[src/rtl/multicycle_main_fsm_pkg.sv]
// Shared definitions for the multi-cycle RV32I main control FSM.
// Contents:
//   - state encoding (S_FETCH..S_TRAP)
//   - supported opcodes
//   - ALUOp codes
//   - mux select codes for result_src, alu_src_a and alu_src_b
//   - a helper that tells whether an opcode is one the core executes
package multicycle_main_fsm_pkg;

  typedef enum logic [3:0] {
    S_FETCH    = 4'd0,
    S_DECODE   = 4'd1,
    S_MEMADR   = 4'd2,
    S_MEMREAD  = 4'd3,
    S_MEMWB    = 4'd4,
    S_MEMWRITE = 4'd5,
    S_EXECR    = 4'd6,
    S_EXECI    = 4'd7,
    S_ALUWB    = 4'd8,
    S_BEQ      = 4'd9,
    S_JAL      = 4'd10,
    S_TRAP     = 4'd11
  } state_e;

  localparam logic [6:0] OP_LW  = 7'b0000011;
  localparam logic [6:0] OP_SW  = 7'b0100011;
  localparam logic [6:0] OP_R   = 7'b0110011;
  localparam logic [6:0] OP_I   = 7'b0010011;
  localparam logic [6:0] OP_BEQ = 7'b1100011;
  localparam logic [6:0] OP_JAL = 7'b1101111;

  localparam logic [1:0] ALUOP_ADD   = 2'b00;
  localparam logic [1:0] ALUOP_SUB   = 2'b01;
  localparam logic [1:0] ALUOP_FUNCT = 2'b10;

  // result mux
  localparam logic [1:0] RES_ALUOUT = 2'b00;
  localparam logic [1:0] RES_RDATA  = 2'b01;
  localparam logic [1:0] RES_ALURES = 2'b10;

  // ALU A mux
  localparam logic [1:0] SRCA_PC    = 2'b00;
  localparam logic [1:0] SRCA_OLDPC = 2'b01;
  localparam logic [1:0] SRCA_RS1   = 2'b10;

  // ALU B mux
  localparam logic [1:0] SRCB_RS2  = 2'b00;
  localparam logic [1:0] SRCB_IMM  = 2'b01;
  localparam logic [1:0] SRCB_FOUR = 2'b10;

  function automatic logic op_supported(input logic [6:0] op);
    return (op == OP_LW) || (op == OP_SW) || (op == OP_R) ||
           (op == OP_I)  || (op == OP_BEQ) || (op == OP_JAL);
  endfunction

endpackage

[src/rtl/multicycle_main_fsm_retire_counter.sv]
// Retired-instruction bookkeeping for the multi-cycle core.
// Ports:
//   clk, rst_n  - clock / async active-low reset
//   i_retire    - an instruction completes on the coming edge
//   o_pulse     - registered one-cycle pulse, high in the first FETCH cycle
//   o_cnt       - CNT_W-bit retire count, wraps to 0
module multicycle_retire_counter #(
  parameter int CNT_W = 32
) (
  input  logic             clk,
  input  logic             rst_n,
  input  logic             i_retire,
  output logic             o_pulse,
  output logic [CNT_W-1:0] o_cnt
);

  logic             r_pulse;
  logic [CNT_W-1:0] r_cnt;

  always_ff @(posedge clk or negedge rst_n) begin
    if (!rst_n) begin
      r_pulse <= 1'b0;
      r_cnt   <= '0;
    end else begin
      r_pulse <= i_retire;
      if (i_retire) r_cnt <= r_cnt + CNT_W'(1);
    end
  end

  assign o_pulse = r_pulse;
  assign o_cnt   = r_cnt;

endmodule

[src/rtl/multicycle_main_fsm.sv]
// Main control FSM of the multi-cycle RV32I core (lw, sw, R, I, beq, jal).
// Moore machine: every control output is decoded from the current state,
// with mem_ready gating the FETCH strobes and zero gating the beq PC write.
// Ports:
//   clk, rst_n         - clock / async active-low reset
//   op                 - IR[6:0], looked at only in DECODE and MEMADR
//   zero               - ALU zero flag
//   mem_ready          - memory port finished its access this cycle
//   pc_write, adr_src, mem_write, ir_write, result_src,
//   alu_src_a, alu_src_b, alu_op, reg_write - datapath controls
//   instr_retired      - one-cycle pulse per completed instruction
//   retired_cnt        - retired-instruction count (wraps)
//   state_o            - current state, debug only (STATE_W >= 4)
//   illegal_o          - only with MULTICYCLE_ILLEGAL_TRAP_EN: parked in TRAP
// Build option MULTICYCLE_ILLEGAL_TRAP_EN: unsupported opcodes trap forever
// instead of being treated as a NOP.
module multicycle_main_fsm
  import multicycle_main_fsm_pkg::*;
#(
  parameter int CNT_W   = 32,
  parameter int STATE_W = 4
) (
  input  logic               clk,
  input  logic               rst_n,
  input  logic [6:0]         op,
  input  logic               zero,
  input  logic               mem_ready,
  output logic               pc_write,
  output logic               adr_src,
  output logic               mem_write,
  output logic               ir_write,
  output logic [1:0]         result_src,
  output logic [1:0]         alu_src_a,
  output logic [1:0]         alu_src_b,
  output logic [1:0]         alu_op,
  output logic               reg_write,
`ifdef MULTICYCLE_ILLEGAL_TRAP_EN
  output logic               illegal_o,
`endif
  output logic               instr_retired,
  output logic [CNT_W-1:0]   retired_cnt,
  output logic [STATE_W-1:0] state_o
);

  state_e r_state;
  state_e w_next;
  logic   w_retire;

  // state register
  always_ff @(posedge clk or negedge rst_n) begin
    if (!rst_n) r_state <= S_FETCH;
    else        r_state <= w_next;
  end

  // next-state logic
  always_comb begin
    w_next = r_state;
    case (r_state)
      S_FETCH:    if (mem_ready) w_next = S_DECODE;
      S_DECODE: begin
        case (op)
          OP_LW, OP_SW: w_next = S_MEMADR;
          OP_R:         w_next = S_EXECR;
          OP_I:         w_next = S_EXECI;
          OP_BEQ:       w_next = S_BEQ;
          OP_JAL:       w_next = S_JAL;
`ifdef MULTICYCLE_ILLEGAL_TRAP_EN
          default:      w_next = S_TRAP;
`else
          // unsupported opcode: silently skipped, nothing written
          default:      w_next = S_FETCH;
`endif
        endcase
      end
      S_MEMADR:   w_next = (op == OP_LW) ? S_MEMREAD : S_MEMWRITE;
      S_MEMREAD:  if (mem_ready) w_next = S_MEMWB;
      S_MEMWB:    w_next = S_FETCH;
      S_MEMWRITE: if (mem_ready) w_next = S_FETCH;
      S_EXECR:    w_next = S_ALUWB;
      S_EXECI:    w_next = S_ALUWB;
      S_ALUWB:    w_next = S_FETCH;
      S_BEQ:      w_next = S_FETCH;
      S_JAL:      w_next = S_ALUWB;
`ifdef MULTICYCLE_ILLEGAL_TRAP_EN
      S_TRAP:     w_next = S_TRAP;
`endif
      default:    w_next = S_FETCH;
    endcase
  end

  // output decode
  always_comb begin
    pc_write   = 1'b0;
    adr_src    = 1'b0;
    mem_write  = 1'b0;
    ir_write   = 1'b0;
    result_src = RES_ALUOUT;
    alu_src_a  = SRCA_PC;
    alu_src_b  = SRCB_RS2;
    alu_op     = ALUOP_ADD;
    reg_write  = 1'b0;
    w_retire   = 1'b0;
`ifdef MULTICYCLE_ILLEGAL_TRAP_EN
    illegal_o  = 1'b0;
`endif
    case (r_state)
      S_FETCH: begin
        // PC+4 goes straight from the ALU through the result mux
        alu_src_b  = SRCB_FOUR;
        result_src = RES_ALURES;
        ir_write   = mem_ready;
        pc_write   = mem_ready;
      end
      S_DECODE: begin
        // OldPC + imm: branch target ready for BEQ
        alu_src_a = SRCA_OLDPC;
        alu_src_b = SRCB_IMM;
      end
      S_MEMADR: begin
        alu_src_a = SRCA_RS1;
        alu_src_b = SRCB_IMM;
      end
      S_MEMREAD: begin
        adr_src = 1'b1;
      end
      S_MEMWB: begin
        result_src = RES_RDATA;
        reg_write  = 1'b1;
        w_retire   = 1'b1;
      end
      S_MEMWRITE: begin
        adr_src   = 1'b1;
        mem_write = 1'b1;
        w_retire  = mem_ready;
      end
      S_EXECR: begin
        alu_src_a = SRCA_RS1;
        alu_op    = ALUOP_FUNCT;
      end
      S_EXECI: begin
        alu_src_a = SRCA_RS1;
        alu_src_b = SRCB_IMM;
        alu_op    = ALUOP_FUNCT;
      end
      S_ALUWB: begin
        reg_write = 1'b1;
        w_retire  = 1'b1;
      end
      S_BEQ: begin
        // ALUOut holds the target computed in DECODE
        alu_src_a = SRCA_RS1;
        alu_op    = ALUOP_SUB;
        pc_write  = zero;
        w_retire  = 1'b1;
      end
      S_JAL: begin
        // ALUOut (target) -> PC while the ALU forms OldPC+4 for rd
        alu_src_a = SRCA_OLDPC;
        alu_src_b = SRCB_FOUR;
        pc_write  = 1'b1;
      end
`ifdef MULTICYCLE_ILLEGAL_TRAP_EN
      S_TRAP: begin
        illegal_o = 1'b1;
      end
`endif
      default: ;
    endcase
  end

  multicycle_retire_counter #(
    .CNT_W (CNT_W)
  ) u_retire (
    .clk      (clk),
    .rst_n    (rst_n),
    .i_retire (w_retire),
    .o_pulse  (instr_retired),
    .o_cnt    (retired_cnt)
  );

  assign state_o = STATE_W'(r_state);

endmodule

[config.mk]
export PLATFORM = sky130hd
export DESIGN_NAME = multicycle_main_fsm
export DESIGN_NICKNAME = d
export VERILOG_FILES = /design/src/rtl/multicycle_main_fsm_pkg.sv /design/src/rtl/multicycle_main_fsm_retire_counter.sv /design/src/rtl/multicycle_main_fsm.sv
export SDC_FILE = /design/constraint.sdc
export NUM_CORES = 1
export LEC_CHECK = 0
export CORE_AREA = 2 2 99 101
export DETAILED_ROUTE_END_ITERATION = 8
export DIE_AREA = 0 0 101 103
export GPL_TIMING_DRIVEN = 0
export SYNTH_ARGS = -nofsm -noshare
export SYNTH_HDL_FRONTEND = slang
export SYNTH_SLANG_ARGS = --single-unit
[constraint.sdc]
create_clock -name clk -period 3 [get_ports clk]
set_input_delay 0.3 -clock clk [delete_from_list [all_inputs] [get_ports clk]]
set_output_delay 0.3 -clock clk [all_outputs]
set_load 0.01 [all_outputs]
# Yosys cells after proc, flatten, opt, wreduce, memory -nomap -nowiden
# Cells that the tools add are included.
# classes
n_reduce_logical,12
mux,16
addsub,1
eq_ne,19
# op_table
op,n
32-bit by 1-bit adder with 32-bit output (second input constant),1
4-bit one-hot mux with 6 select lines,1
4-bit one-hot mux with 5 select lines,1
4-bit by 3-bit equality test with 1-bit output (second input constant),4
2-bit one-hot mux with 2 select lines,4
7-bit by 6-bit equality test with 1-bit output (second input constant),2
7-bit equality test (second input constant),2
4-bit equality test (second input constant),3
4-bit 2-to-1 mux,3
2-bit OR reduction,6
3-bit OR reduction,3
4-bit by 2-bit equality test with 1-bit output (second input constant),2
7-bit by 2-bit equality test with 1-bit output (second input constant),1
7-bit by 5-bit equality test with 1-bit output (second input constant),1
2-bit inequality test (second input constant),3
4-bit by 1-bit equality test with 1-bit output (second input constant),1
4-bit zero test,1
1-bit 2-to-1 mux,4
4-bit OR reduction,1
3-bit 2-to-1 mux,1
1-bit one-hot mux with 3 select lines,1
3-bit AND reduction,1
1-bit one-hot mux with 2 select lines,1
# word_totals
ff_bits,37
word_cells,51
out_inout_bits,50
inputBits,11

# Logic depth before layout (Yosys ltp)
# Gate-level depths: netlist (run 1).
# logic_depth
ltp_word,4
mapped_depth,6
depth_no_buf,5

# Modules after synthesis
# From an unflattened synthesis (run 1), not the netlist that was laid out.
# hier_totals
hier_cells,197
hier_area_um2,2035.7
# by_module_without_submodules
mod,area_each_um2,seq_area_each_um2,cells_each,n_inst
multicycle_retire_counter,1473.9,825.8,124,1
multicycle_main_fsm,561.8,100.1,73,1

# Least setup slack after synthesis (run 1)
# No wires, ideal clock.
# synth_path
kind,flip-flop to output port
startpoint,register r_state[2] (netlist: state_o[2])
endpoint,output ir_write
stages_incl_launch_ff,4
required_ns,2.700
arrival_ns,1.354
path_buffers,1
setup_slack_ns,1.346
path_cell_list,dfrtp_1 buf_2 nor4_1 and2_1
# synth_between
elab_chain_cells,2
# synth_rtl
element,line,text
start: declaration,multicycle_main_fsm.sv:45,state_e r_state;
start signal: assignment,multicycle_main_fsm.sv:52,else r_state <= w_next;
4-bit zero test,multicycle_main_fsm.sv:106,case (r_state)
1-bit 2-to-1 mux,multicycle_main_fsm.sv:106,
end: declaration,multicycle_main_fsm.sv:31,"output logic ir_write,"
# No other way between the ends.

# Worst setup path in the final report (run 1)
# layout_path
startpoint,register r_state[1] (netlist: state_o[1])
endpoint,output alu_src_a[0]
# layout_between
elab_chain_cells,3
word_cells_on_any_way,9
classes_between,eq/ne: 6; mux: 1; reduce/logical: 2
# layout_rtl
element,line,text
"4-bit by 3-bit equality test with 1-bit output, or another cell as far along",multicycle_main_fsm.sv:106,
4-bit OR reduction (no line) or 2-bit OR reduction (tied branches),n/a,
2-bit one-hot mux with 2 select lines *,multicycle_main_fsm.sv:106,
end: declaration,multicycle_main_fsm.sv:33,"output logic [1:0] alu_src_a,"
# Every way passes the cells marked *; elsewhere a longest branch is shown, timed or not.

==> results of run 1 <==
[where the power goes]
| group | leakage, nW | switching (mW) | internal (mW) | total (mW) |
|---|---|---|---|---|
| Combinational | 0.630 | 0.0965 | 0.106 | 0.203 |
| Clock | 0.0439 | 0.191 | 0.160 | 0.351 |
| Sequential | 0.400 | 0.0359 | 0.521 | 0.557 |
| Total | 1.07 | 0.323 | 0.788 | 1.11 |
[metrics by stage]
stage	util	setup slack (ns)	hold WS, ns	power (mW)	instances
3_5_place_dp	0.318	0.805	0.461	0.771	384
5_1_grt	0.328	0.338	0.182	1.18	392
2_1_floorplan	-	1.35	0.00441	0.653	210
4_1_cts	0.328	0.444	0.141	1.13	392
3_3_place_gp	0.319	0.665	0.462	0.770	384
6_report	0.328	0.495	0.124	1.11	392
[area by class of cell]
class / instances / area share
Buffer: 11 / 0.0222
Sequential cell: 37 / 0.299
Timing Repair Buffer: 60 / 0.192
Tap cell: 114 / 0.0460
Multi-Input combinational cell: 160 / 0.410
Clock buffer: 5 / 0.0222
Clock inverter: 3 / 0.00565
Inverter: 2 / 0.00242
[logic make-up (layout without fill, tap and decap cells)]
family / after synthesis / after routing / synth area share
buffers and inverters: 13 / 81 / 0.0336
muxes: 1 / 1 / 0.00495
adders and majority gates: 1 / 1 / 0.00550
and+or+nand+nor: 102 / 102 / 0.357
xor gates and xnor gates: 35 / 35 / 0.135
AOI/OAI and AO/OA: 21 / 21 / 0.0567
DFF: 37 / 37 / 0.407
[registers in the layout, summed over array words and instances (netlist names)]
register	cells
state_o	4
u_retire.o_pulse	1
u_retire.o_cnt	32
[path summary, 6_finish.rpt]
| path | start | endpoint | slack (ns) | cells past startpoint |
|---|---|---|---|---|
| setup / recovery | state_o[1]$_DFFE_PN0P_ | alu_src_a[0] | 0.50 | 5 |
| hold / removal | rst_n | state_o[1]$_DFFE_PN0P_ | 0.12 | 1 |
| setup reg to reg | state_o[1]$_DFFE_PN0P_ | u_retire.o_cnt[12]$_DFFE_PN0P_ | 1.24 | 6 |
| hold reg to reg | u_retire.o_cnt[31]$_DFFE_PN0P_ | u_retire.o_cnt[31]$_DFFE_PN0P_ | 0.47 | 1 |
| max in group asynchronous | rst_n | u_retire.o_cnt[10]$_DFFE_PN0P_ | 2.33 | 1 |
| min in group clk | u_retire.o_cnt[31]$_DFFE_PN0P_ | u_retire.o_cnt[31]$_DFFE_PN0P_ | 0.47 | 1 |
[metal layers]
| layer | vias up | wire (µm) | GRT usage |
|---|---|---|---|
| li1 | 901 | - | - |
| met1 | 868 | 2680 | 0.158 |
| met2 | 59 | 2620 | 0.194 |
| met3 | 5 | 413 | 0.0447 |
| met4 | 0 | 66 | 0.0322 |
| met5 | - | 0 | 0 |
[layout by cell type, fill, tap and decap left out, types with 3 or more instances in the layout]
cell type / count
and2_1: 4
a21oi_1: 6
nor2_1: 11
nand4_4: 3
buf_6: 3
dfrtp_1: 37
nand2_1: 16
nor4b_2: 8
nor4_2: 16
xor2_1: 33
nand4_1: 5
clkbuf_8: 5
and4_1: 3
buf_2: 5
clkdlybuf4s50_1: 59
o21ai_0: 3
clkbuf_1: 3
nand3_1: 7
nor3_1: 8
nor3b_1: 3
[synthesized netlist by cell type (all sizes together) (2+ instances only)]
library cell  instances  area (µm²)
a21oi                 6        30.0
o21ai                 5        25.0
inv                   2        7.51
o21a                  2        15.0
nor2b                 2        12.5
nand2                16        60.1
o211ai                2        15.0
nor3                  8        40.0
and2                  4        25.0
xor2                 33         289
and3                  3        20.0
nor4b                 8         120
xnor2                 2        17.5
nand2b                3        26.3
nand4                 9         108
clkbuf                3        11.3
buf                   8        57.6
and4                  5        47.6
dfrtp                37         926
nor3b                 3        22.5
nor4                 17         206
nand3                 7        35.0
nor2                 11        41.3
==> results.cfg, run 1 <==
[final_layout]
drive_gt1_frac = 0.173
multi_input_area_um2 = 1270
area_growth_pct = 36.3
nets = 289
regArea_um2 = 926
fill_cells = 989
final_area_um2 = 3100
diodes = 0

[global_route]
grt_usage = 0.122
overflow = 0
grt_max_degree = 38
antenna_found_initial = 0
grt_pass1_wl_um = 9890
grt_pass1_vias = 1958

[floorplanning]
start_util = 0.240
row_count = 36
num_io_pins = 61
fp.dieH_um = 103
die_w_um = 101
core_um2 = 9460
dieArea_um2 = 10400

[sta]
tns_ns = 0
setup-violations-final = 0
rsz0062_at_grt = false
slew_headroom = 0.411
finalHoldViolCount = 0
skew_ns = 0.00543
max_freq_ghz = 0.399
finalCritPeriodShare = 0.835
worst_pin_slew_ns = 0.883
period_needed_ns = 2.50
drv_slew = 0

[clock_tree]
cts_made_buffers = 5
path_clk_slew_ns = 0.07
clockBufferDepth = 2
cts_tree = built
cts_hold_buf = 0
htree_levels = 2
clock_sinks = 37
cts-root-buf = clkbuf_8
cts_resized = 0
clkLatencyLatePin_ns = 0.30
cts_setup_buffers = 0

[worst_setup_path]
start_kind = register
cp.buffers_inverters = 2
critPathSlowestCell = clkdlybuf4s50_1
crit_path_end_kind = primary output
max_stage_delay_ns = 0.55
worstPathMaxFanout = 9
crit_arrival_ns = 2.20
crit_family = buffers and inverters
crit_chain = clkbuf_1 > nand2b_1 > or2_1 > a21oi_1 > clkdlybuf4s50_1
worstPathRequired_ns = 2.70
worstSetupPathType = register to primary output

[job]
maxCapViolations = 0

[route]
post_drt_wl_per_cell_um = 14.7
drtAntennaViolNets = 0
drtIter0Drc = 65
avgViaCountPerCell = 4.68
num_vias = 1833
routed_wl_um = 5780
drc = 0
drtPass1Iterations = 4

[power_and_ir_drop]
p_leak_nw = 1.07
vdd_drop_max_v = 0.000188
powerDensity_nw_per_um2 = 359

[outcome]
status = complete, no violations

[synthesis]
synth_edf_count = 0
ys.flop_type = dfrtp_1
synth_area_um2 = 2270
yosys_warnings = 0
synth_nets = 222
async_flop_share = 1.00
netlist_instances = 210
ys_types = 47
ys_seq_area_frac = 0.407
ys_ff_latch = 37
syn_area_per_cell_um2 = 10.8

[placement]
portBuffers = 60
gp_congestion = 0.893
place_hpwl_um = 4190
dpl-instance-area_um2 = 3010

[worst_hold_path]
hold_path_class = input pin to asynchronous set/reset pin
(Power assumes the default switching activity.)
==> run 2: changes to the inputs <==
==> constraint.sdc (replaced) <==
create_clock -name clk -period 2.4 [get_ports clk]
set_input_delay 0.24 -clock clk [delete_from_list [all_inputs] [get_ports clk]]
set_output_delay 0.24 -clock clk [all_outputs]
set_load 0.01 [all_outputs]
==> run 2 against run 1 <==
Sequential power increased by 25%. Power increased by 25%. Die area unchanged. Critical path depth decreased by 1. Clock skew about the same. Global-route usage about the same. Sequential cell count unchanged. First-iteration DRC count decreased by 7.7%. Combinational power increased by 24%. Worst hold slack got worse by 0.059 ns.
==> results.cfg, run 2 (synthesis results as in run 1) <==
[worst_setup_path]
max_stage_delay_ns = 0.55
startpoint = state_o[1]$_DFFE_PN0P_
crit_chain = nand2b_2 > or2_1 > a21oi_1 > clkdlybuf4s50_1
worstPathRequired_ns = 2.16
crit_arrival_ns = 2.03
start_kind = register
crit_path_end_kind = primary output
critPathSlowestCell = clkdlybuf4s50_1
crit-reg2reg-launch = state_o[3]$_DFFE_PN0P_
worstSetupPathType = register to primary output
worstPathMaxFanout = 10

[clock_tree]
cts_made_buffers = 5
path_clk_slew_ns = 0.07
clkLatencyLatePin_ns = 0.30
clockBufferDepth = 2
cts-root-buf = clkbuf_8
cts_hold_buf = 0
htree_levels = 2
cts_tree = built
clock_sinks = 37

[final_layout]
area_growth_pct = 36.2
diodes = 0
nets = 287
final_common_cell = clkdlybuf4s50_1
fill_cells = 992
final_util = 0.327
largest_register_ff_count = 32
drive_gt1_frac = 0.185
multi_input_area_um2 = 1270
regArea_um2 = 927
layout_common_cells = 59 x clkdlybuf4s50_1, 36 x dfrtp_1, 33 x xor2_1
stdcell_count = 390

[power_and_ir_drop]
powerDensity_nw_per_um2 = 449
vdd_drop_max_v = 0.000235
p_leak_nw = 1.07

[route]
avgViaCountPerCell = 4.71
num_vias = 1837
drc = 0
drtAntennaViolNets = 0
drtIter0Drc = 60
routed_wl_um = 5790
drtPass1Iterations = 4
post_drt_wl_per_cell_um = 14.9

[sta]
hold_ws_ns = 0.0651
period_needed_ns = 2.27
drv_slew = 0
finalHoldViolCount = 0
skew_ns = 0.00568
finalCritPeriodShare = 0.947
worst_pin_slew_ns = 0.885
max_freq_ghz = 0.440
setup-violations-final = 0
tns_ns = 0
rsz0062_at_grt = false
slew_headroom = 0.410

[global_route]
antenna_found_initial = 0
overflow = 0
grt_pass1_wl_um = 9890
grt_pass1_vias = 1951
grt_usage = 0.122
grt_max_degree = 38

[floorplanning]
num_io_pins = 61
die_w_um = 101
fp.dieH_um = 103
core_um2 = 9460
start_util = 0.240
dieArea_um2 = 10400
row_count = 36

[placement]
gp_congestion = 0.893
portBuffers = 60
place_hpwl_um = 4190
place_inst = 384

[outcome]
status = complete, no violations

[worst_hold_path]
hold_path_class = input pin to asynchronous set/reset pin

[job]
maxCapViolations = 0
==> run 2: changes by cell type in the layout (fill, tap and decap cells not counted), sizes merged <==
cell and change:
clkbuf -2
==> run 2: per-layer routing <==
metal,up-vias,track usage,routed length (µm)
met5,-,0,0
met3,4,0.0447,426
li1,895,-,-
met1,873,0.158,2670
met2,65,0.194,2630
met4,0,0.0333,64
==> run 2: critical path, delay by kind of cell, from the launching register on <==
family	cells	cell delay [ns]
buffers and inverters	1	0.55
AO/OA/AOI/OAI	1	0.17
AND/OR/NAND/NOR	2	0.51
flip-flops	1	0.49
==> run 2: what timing repair did <==
item	in CTS	in global routing
setup endpoints to repair	4	4
gates resized for setup	1	3
cloned	0	0
setup buffers	0	0
==> run 2: area by class of cell <==
| type | instances | area share |
|---|---|---|
| plain buffers | 9 | 0.0202 |
| clock buffers | 5 | 0.0222 |
| clock inverters | 3 | 0.00566 |
| inverters | 2 | 0.00243 |
| multi-input cells | 160 | 0.411 |
| flip-flops and latches | 37 | 0.300 |
| well taps | 114 | 0.0461 |
| repair buffers | 60 | 0.192 |
==> run 2: power by group <==
group / leakage (nW) / internal [mW] / switching, mW / total, mW
registers: 0.398 / 0.652 / 0.0466 / 0.699
clock network: 0.0439 / 0.200 / 0.239 / 0.440
logic: 0.630 / 0.133 / 0.119 / 0.252
==> run 2: final timing paths <==
kind | to | slack [ns] | cells past startpoint
worst max-delay path | alu_src_a[0] | 0.13 | 4
worst min-delay path | state_o[1]$_DFFE_PN0P_ | 0.07 | 1
worst max register to register | u_retire.o_cnt[6]$_DFFE_PN0P_ | 0.56 | 5
worst min register to register | u_retire.o_cnt[31]$_DFFE_PN0P_ | 0.47 | 1
max in group asynchronous | state_o[1]$_DFFE_PN0P_ | 1.74 | 1
min in group clk | u_retire.o_cnt[31]$_DFFE_PN0P_ | 0.47 | 1
==> run 2: metrics by stage <==
step                      instance area [µm²]  total power, mW  setup WS [ns]
after floorplan                          2270            0.816          0.806
final                                    3100             1.39          0.127
after detailed placement                 3010            0.963          0.265
after CTS                                3100             1.41         0.0331
after global routing                     3100             1.47         0.0304
after global placement                   3020            0.963          0.125
==> run 3: changes to the inputs <==
--- a/config.mk
+++ b/config.mk
@@ -6,9 +6,9 @@
 export NUM_CORES = 1
 export LEC_CHECK = 0
 export CORE_AREA = 2 2 99 101
+export CTS_BUF_LIST = sky130_fd_sc_hd__clkbuf_16
 export DETAILED_ROUTE_END_ITERATION = 8
 export DIE_AREA = 0 0 101 103
-export GPL_TIMING_DRIVEN = 0
 export SYNTH_ARGS = -nofsm -noshare
 export SYNTH_HDL_FRONTEND = slang
 export SYNTH_SLANG_ARGS = --single-unit
==> run 3 against run 2 <==
Power rose by 20%. Sequential power barely moved. Register-to-register slack got worse by 0.16 ns. Clock-buffer cell count did not move. Fmax rose by 1.7%. Via count fell by 1.5%. Final area rose by 1.5%. Cell count fell by 1.3%. Clock skew fell by 0.00065 ns. Combinational power barely moved. Critical endpoint is now reg_write.
==> results.cfg, run 3 (synthesis results as in run 1) <==
[final_layout]
largest_register_ff_count = 32
fill_cells = 989
final_common_cell = clkdlybuf4s50_1
drive_gt1_frac = 0.170
multi_input_area_um2 = 1270
regArea_um2 = 927
layout_common_cells = 59 x clkdlybuf4s50_1, 36 x dfrtp_1, 33 x xor2_1
stdcell_count = 385
final_util = 0.332
diodes = 0
area_growth_pct = 38.2
nets = 283

[clock_tree]
cts-root-buf = clkbuf_16
clock_sinks = 37
cts_made_buffers = 5
cts_setup_buffers = 0
cts_tree = built
cts_hold_buf = 0
htree_levels = 2
clkLatencyLatePin_ns = 0.28
cts_resized = 0
clockBufferDepth = 2
path_clk_slew_ns = 0.06

[route]
drtAntennaViolNets = 0
routed_wl_um = 5490
num_vias = 1810
drc = 0
avgViaCountPerCell = 4.70
drtPass1Iterations = 4
post_drt_wl_per_cell_um = 14.3
drtIter0Drc = 84

[worst_setup_path]
reg2reg_to = u_retire.o_cnt[1]$_DFFE_PN0P_
crit_chain = nand2b_1 > a211oi_1 > clkdlybuf4s50_1
max_stage_delay_ns = 0.60
cp.buffers_inverters = 1
crit-reg2reg-launch = state_o[2]$_DFFE_PN0P_
start_kind = register
cp.depth = 3
worstSetupPathType = register to primary output
critPathSlowestCell = clkdlybuf4s50_1
crit_family = buffers and inverters
rrSetupSlack_ns = 0.40
r2r_cells = 5
worstPathMaxFanout = 14
crit_arrival_ns = 2.00
crit_path_end_kind = primary output
startpoint = state_o[2]$_DFFE_PN0P_
worstPathRequired_ns = 2.16
crit_path_end = reg_write

[power_and_ir_drop]
power_mw = 1.67
vdd_drop_max_v = 0.000295
powerDensity_nw_per_um2 = 532
p_leak_nw = 1.09

[placement]
portBuffers = 60
gp_congestion = 0.868
place_hpwl_um = 3980
place_inst = 378

[sta]
finalCritPeriodShare = 0.932
finalHoldViolCount = 0
drv_slew = 0
slew_headroom = 0.426
max_freq_ghz = 0.447
skew_ns = 0.00503
worst_pin_slew_ns = 0.862
hold_ws_ns = 0.0756
tns_ns = 0
setup-violations-final = 0
period_needed_ns = 2.24
rsz0062_at_grt = false

[floorplanning]
row_count = 36
num_io_pins = 61
fp.dieH_um = 103
dieArea_um2 = 10400
core_um2 = 9460
die_w_um = 101
start_util = 0.240

[global_route]
overflow = 0
grt_usage = 0.115
antenna_found_initial = 0
grt_max_degree = 38
grt_pass1_vias = 1887
grt_pass1_wl_um = 9520

[worst_hold_path]
hold_path_class = input pin to asynchronous set/reset pin

[outcome]
status = complete, no violations

[job]
maxCapViolations = 0
-- run 3: changes by cell type in the layout (fill, tap and decap cells not counted), sizes merged --
cell,before,now
buf,9,6
clkinv,2,1
bufinv,0,1
clkinvlp,1,0
clkbuf,6,5
-- run 3: cell type report --
cell class,instances,area share
clock buffers,5,0.0398
clock inverters,2,0.0112
inverters,2,0.00239
multi-input cells,160,0.405
flip-flops and latches,37,0.295
well taps,114,0.0454
repair buffers,65,0.202
-- run 3: worst min path at each step --
stage	startpoint	endpoint	cells after the start
after floorplan	rst_n	state_o[0]$_DFFE_PN0P_	0
after global placement	rst_n	u_retire.o_cnt[0]$_DFFE_PN0P_	1
after detailed placement	rst_n	u_retire.o_cnt[1]$_DFFE_PN0P_	1
after CTS	rst_n	u_retire.o_cnt[5]$_DFFE_PN0P_	1
after global routing	rst_n	u_retire.o_cnt[5]$_DFFE_PN0P_	1
final	rst_n	u_retire.o_cnt[5]$_DFFE_PN0P_	1
-- run 3: metal layers --
metal	vias to the layer above	global-route usage	wire, µm
met1	860	0.153	2560
met3	2	0.0407	406
met5	-	0	0
li1	895	-	-
met2	53	0.183	2510
met4	0	0.0218	8
-- run 3: report_power, final --
group          internal, mW  total, mW  switching [mW]
Clock                 0.482      0.722           0.240
Combinational         0.133      0.249           0.116
Sequential            0.654      0.701          0.0479
Total                  1.27       1.67           0.404
-- run 3: per-stage QoR --
step / area, µm² / worst slack (ns)
2_1_floorplan: 2270 / 0.806
3_3_place_gp: 2980 / 0.372
3_5_place_dp: 2980 / 0.371
4_1_cts: 3140 / 0.0941
5_1_grt: 3140 / 0.0360
6_report: 3140 / 0.164
